### config.mk
export PLATFORM = sky130hd
export DESIGN_NAME = alu_control_sequencer
export DESIGN_NICKNAME = d
export VERILOG_FILES = /design/src/rtl/alu_control_sequencer.sv
export SDC_FILE = /design/constraint.sdc
export NUM_CORES = 1
export LEC_CHECK = 0
export ABC_AREA = 0
export CORE_ASPECT_RATIO = 1.75
export CORE_MARGIN = 4
export CORE_UTILIZATION = 35
export DETAILED_ROUTE_END_ITERATION = 10
export PLACE_DENSITY = 0.62
export SETUP_SLACK_MARGIN = 0.05
export SYNTH_ARGS = -nofsm -noshare
export SYNTH_HDL_FRONTEND = slang
export SYNTH_SLANG_ARGS = --single-unit
### constraint.sdc
create_clock -name clk -period 4 [get_ports clk]
set_clock_uncertainty 0.1 [all_clocks]
set_input_delay 0.4 -clock clk [delete_from_list [all_inputs] [get_ports clk]]
set_output_delay 0.4 -clock clk [all_outputs]
set_load 0.03 [all_outputs]
### src/rtl/alu_control_sequencer.sv
// Registered ALU control decode with a multi-cycle MAC beat sequencer for the
// CONV opcode class; stalls the decode stage while a sequence is in flight.
module alu_control_sequencer #(
  parameter int CTRL_W   = 4,
  parameter int KERNEL_N = 9,
  parameter int CNT_W    = 8
) (
  input  logic              clk,
  input  logic              rst,
  input  logic              valid_i,
  input  logic [1:0]        ALUOp,
  input  logic [2:0]        funct3,
  input  logic [6:0]        funct7,
  input  logic [6:0]        op,
  input  logic              flush_i,
  output logic [CTRL_W-1:0] ALUControl,
  output logic              ctrl_valid_o,
  output logic [CNT_W-1:0]  mac_beat_o,
  output logic              acc_clr_o,
  output logic              acc_done_o,
  output logic              stall_o
);

  localparam logic [3:0] C_ADD  = 4'b0000;
  localparam logic [3:0] C_SUB  = 4'b0001;
  localparam logic [3:0] C_AND  = 4'b0010;
  localparam logic [3:0] C_OR   = 4'b0011;
  localparam logic [3:0] C_LOAD = 4'b0100;
  localparam logic [3:0] C_SLT  = 4'b0101;
  localparam logic [3:0] C_XOR  = 4'b0110;
  localparam logic [3:0] C_MAC  = 4'b0111;
  localparam logic [3:0] C_SLL  = 4'b1000;
  localparam logic [3:0] C_SRL  = 4'b1001;
  localparam logic [3:0] C_SRA  = 4'b1010;
  localparam logic [3:0] C_SLTU = 4'b1011;

  localparam logic [CNT_W-1:0] LAST_BEAT = CNT_W'(KERNEL_N - 1);

  if (CTRL_W < 4) begin : g_bad_ctrl_w
    $error("CTRL_W must be at least 4");
  end
  if (KERNEL_N < 1 || KERNEL_N > (2**CNT_W) - 1) begin : g_bad_kernel_n
    $error("KERNEL_N out of range for CNT_W");
  end

  typedef enum logic {ST_IDLE, ST_MAC} state_t;

  state_t           state;
  logic [CNT_W-1:0] cnt;
  logic [3:0]       dec_code;
  logic             is_conv;

  // Only op[5] and funct7[5] take part in the decode.
  logic unused_bits;
  assign unused_bits = ^{op[6], op[4:0], funct7[6], funct7[4:0]};

  always_comb begin
    dec_code = C_ADD;
    is_conv  = 1'b0;
    case (ALUOp)
      2'b00: dec_code = C_ADD;
      2'b01: dec_code = C_SUB;
      2'b11: begin
        if (funct3 == 3'b000) begin
          is_conv  = 1'b1;
          dec_code = C_MAC;
        end else begin
          dec_code = C_LOAD;
        end
      end
      default: begin
        case (funct3)
          3'b000:  dec_code = ({op[5], funct7[5]} == 2'b11) ? C_SUB : C_ADD;
          3'b001:  dec_code = C_SLL;
          3'b010:  dec_code = C_SLT;
          3'b011:  dec_code = C_SLTU;
          3'b100:  dec_code = C_XOR;
          3'b101:  dec_code = funct7[5] ? C_SRA : C_SRL;
          3'b110:  dec_code = C_OR;
          default: dec_code = C_AND;
        endcase
      end
    endcase
  end

  assign stall_o = (state == ST_MAC);

  always_ff @(posedge clk or negedge rst) begin
    if (!rst) begin
      state        <= ST_IDLE;
      cnt          <= '0;
      ALUControl   <= '0;
      ctrl_valid_o <= 1'b0;
      mac_beat_o   <= '0;
      acc_clr_o    <= 1'b0;
      acc_done_o   <= 1'b0;
    end else if (flush_i) begin
      // Aborted sequences never raise acc_done_o; ALUControl keeps its value.
      state        <= ST_IDLE;
      cnt          <= '0;
      ctrl_valid_o <= 1'b0;
      mac_beat_o   <= '0;
      acc_clr_o    <= 1'b0;
      acc_done_o   <= 1'b0;
    end else begin
      case (state)
        ST_IDLE: begin
          mac_beat_o <= '0;
          if (valid_i) begin
            ALUControl   <= CTRL_W'(dec_code);
            ctrl_valid_o <= 1'b1;
            acc_clr_o    <= is_conv;
            acc_done_o   <= is_conv && (KERNEL_N == 1);
            if (is_conv && (KERNEL_N != 1)) begin
              cnt   <= CNT_W'(1);
              state <= ST_MAC;
            end
          end else begin
            ctrl_valid_o <= 1'b0;
            acc_clr_o    <= 1'b0;
            acc_done_o   <= 1'b0;
          end
        end
        default: begin
          ALUControl   <= CTRL_W'(C_MAC);
          ctrl_valid_o <= 1'b1;
          mac_beat_o   <= cnt;
          acc_clr_o    <= 1'b0;
          if (cnt == LAST_BEAT) begin
            acc_done_o <= 1'b1;
            cnt        <= '0;
            state      <= ST_IDLE;
          end else begin
            acc_done_o <= 1'b0;
            cnt        <= cnt + 1'b1;
          end
        end
      endcase
    end
  end

endmodule

==> reports/summary.txt <==
Status -> complete, no violations
Fillers -> 303
Crit path from -> stall_o
Critical Path Start Type -> flip-flop
Netlist cell types -> 38
WL per Instance -> 13.7 um
Post-CTS setup buffers -> 0
ANT nets after route -> 0
Root Buffer -> clkbuf_8
Clock Tree Buf Depth -> 2
Worst Setup End Kind -> output pin
Pleak -> 0.640 nW
Most common cell after layout, fill and taps aside -> clkdlybuf4s50_1
Crit-path cells -> clkdlybuf4s50_1
Worst-path fanout max -> 8
Bufs and invs on worst path -> 1
Part of the cycle the worst path needs -> 49.7%
CP Class -> reg2out
Gpl congestion -> 0.764
CTS clk-pin slew, worst paths -> 80 ps
Worst-skew pair later-pin latency -> 260 ps
Slew Limit Fails -> 0
Largest area contributor in the netlist -> dfrtp_1
Total track usage -> 12.7%
Final Cell Area -> 1490 um2
Sink Count -> 24
Hold_sp -> ALUControl[2]
DR vias -> 929
I/O Pins -> 39
Net Count, Synth -> 133
Power Dens Cells -> 311 nW/um2
Total wire length -> 2430 um
Row Count -> 27
Diodes inserted -> 0
CORE AREA -> 3140 um2
Slowest CP cell -> clkdlybuf4s50_1
Yosys top cell area share -> 52.3%
Setup tns final -> 0 ps
Hold path cells -> 2
Height of the chip -> 83.7 um
CTS tree -> built
Dominant synthesized flop cell -> dfrtp_1
MaxCap Viol Count -> 0
FF-to-FF Start -> stall_o
RSZ-0062 raised after global routing -> no
Die Wd -> 51.3 um
GRT overflow -> 0
Final setup viols -> 0
Multi-input logic area -> 523 um2
WP depth -> 1
Asr flop ratio synth -> 100%
Via density -> 5.22
Most frequent cells in the layout -> clkdlybuf4s50_1 (26), dfrtp_1 (24), and2_1 (8)
Total CTS buffers -> 3
Nets -> 162
Initial antenna violation count -> 0
DRT Pass-1 Iters -> 4
Largest net degree at the start of global routing -> 25
Area grow syn2layout -> 30.2%
Post-DP HPWL -> 1940 um
CP arrival -> 1490 ps
Worst r2r path cells -> 4
Worst r2r dst -> cnt[7]
Hold endpoint -> ALUControl[2]
Slew headroom -> 31.0%
Storage cell area -> 601 um2
R2r setup slk -> 2300 ps
Max Clk Rate -> 0.503 GHz
Seq/Total Area, Yosys -> 52.3%
Full die area -> 4290 um2
Post-synthesis cell count -> 108
Crit path time final -> 1990 ps
Synth area leaders -> dfrtp_1 (52%), and2_1 (4.4%), nand2b_1 (3.3%)
Family with the most delay on the worst path -> buffers and inverters
Worst-Margin Slew -> 1030 ps
Dpl cell area -> 1450 um2
Final Hold Vio Count -> 0
Port-buffer cells -> 26
Synthesized flop and latch total -> 24
Hold_buf cts -> 0
Global-route wire length before repair -> 4200 um
Yosys warns -> 0
Worst hold path type -> reg2reg
Mean post-synth cell area -> 10.6 um2
Max rail drop VDD -> 0.211 mV
Starting Density -> 36.5%
Critical Path Max Stage Delay -> 730 ps
Vias in the first global route -> 970
DR iter-0 viols -> 16
CTS H-tree depth -> 1
Layout cell share with drive strength beyond 1 -> 5.93%
Post-CTS Resized -> 0
Detailed-route DRC error count -> 0
Number of flops mapped to enable cells by yosys -> 0
Netlist Area Pre-Place -> 1150 um2
Crit path required time -> 3500 ps
-- how the worst max path moves through the flow --
stage / end
after CTS: stall_o
after detailed placement: cnt[7]
after global routing: stall_o
after global placement: cnt[7]
after floorplan: cnt[7]
final: stall_o
-- cells by family after synthesis --
kind of cell    count (synthesis)  share of synthesized area, %
compound gates                 29                          18.6
xor+xnor                        1                         0.763
fa+ha+maj                       2                          2.18
buf+inv                         6                          2.07
flops                          24                          52.3
simple gates                   46                          24.0
-- synthesized netlist by cell type, types with 2 or more instances --
master,number
nor2_1,5
nand3_1,6
and2_1,8
o21ai_0,6
nand2b_1,6
or3_1,2
a21oi_1,6
a22o_1,2
dfrtp_1,24
ha_1,2
and3_1,3
inv_1,4
a21boi_0,2
nand2_1,7
o21bai_1,2
-- final cells by class --
class | count | share of cell area [%]
Sequential cell | 24 | 40.2
Clock buffer | 3 | 2.76
Multi-Input combinational cell | 78 | 35.0
Timing Repair Buffer | 26 | 17.4
Inverter | 4 | 1.01
Tap cell | 43 | 3.60
-- per-layer routing --
metal	up-vias	GRT usage [%]	part of all wire [%]
li1	447	-	-
met1	446	12.7	35
met2	30	23.7	57
met3	6	2.15	6.0
met4	0	6.44	2.3
met5	-	0	0
-- sequential cells by signal, indices dropped and copies added, names as in the netlist --
signal / count
ALUControl: 4
acc_done_o: 1
stall_o: 1
ctrl_valid_o: 1
mac_beat_o: 8
acc_clr_o: 1
cnt: 8
-- stage by stage --
step / hold WS, ps / worst slack (ps) / power [W] / instances / util [%]
final: 409 / 2010 / 0.000464 / 178 / 47.6
after global routing: 451 / 1960 / 0.000485 / 178 / 47.6
after CTS: 411 / 2000 / 0.000471 / 178 / 47.6
after detailed placement: 395 / 1820 / 0.000333 / 175 / 46.2
after global placement: 386 / 1870 / 0.000331 / 175 / 46.2
after floorplan: 4.41 / 2460 / 0.000294 / 108 / -
-- where the power goes --
group | leakage, nW | total, W | internal (W) | switching, W
logic | 0.290 | 0.0000723 | 0.0000322 | 0.0000401
clock network | 0.0216 | 0.000137 | 0.0000672 | 0.0000696
registers | 0.328 | 0.000255 | 0.000250 | 0.00000493
No activity file was read; power rests on OpenSTA's default activity.
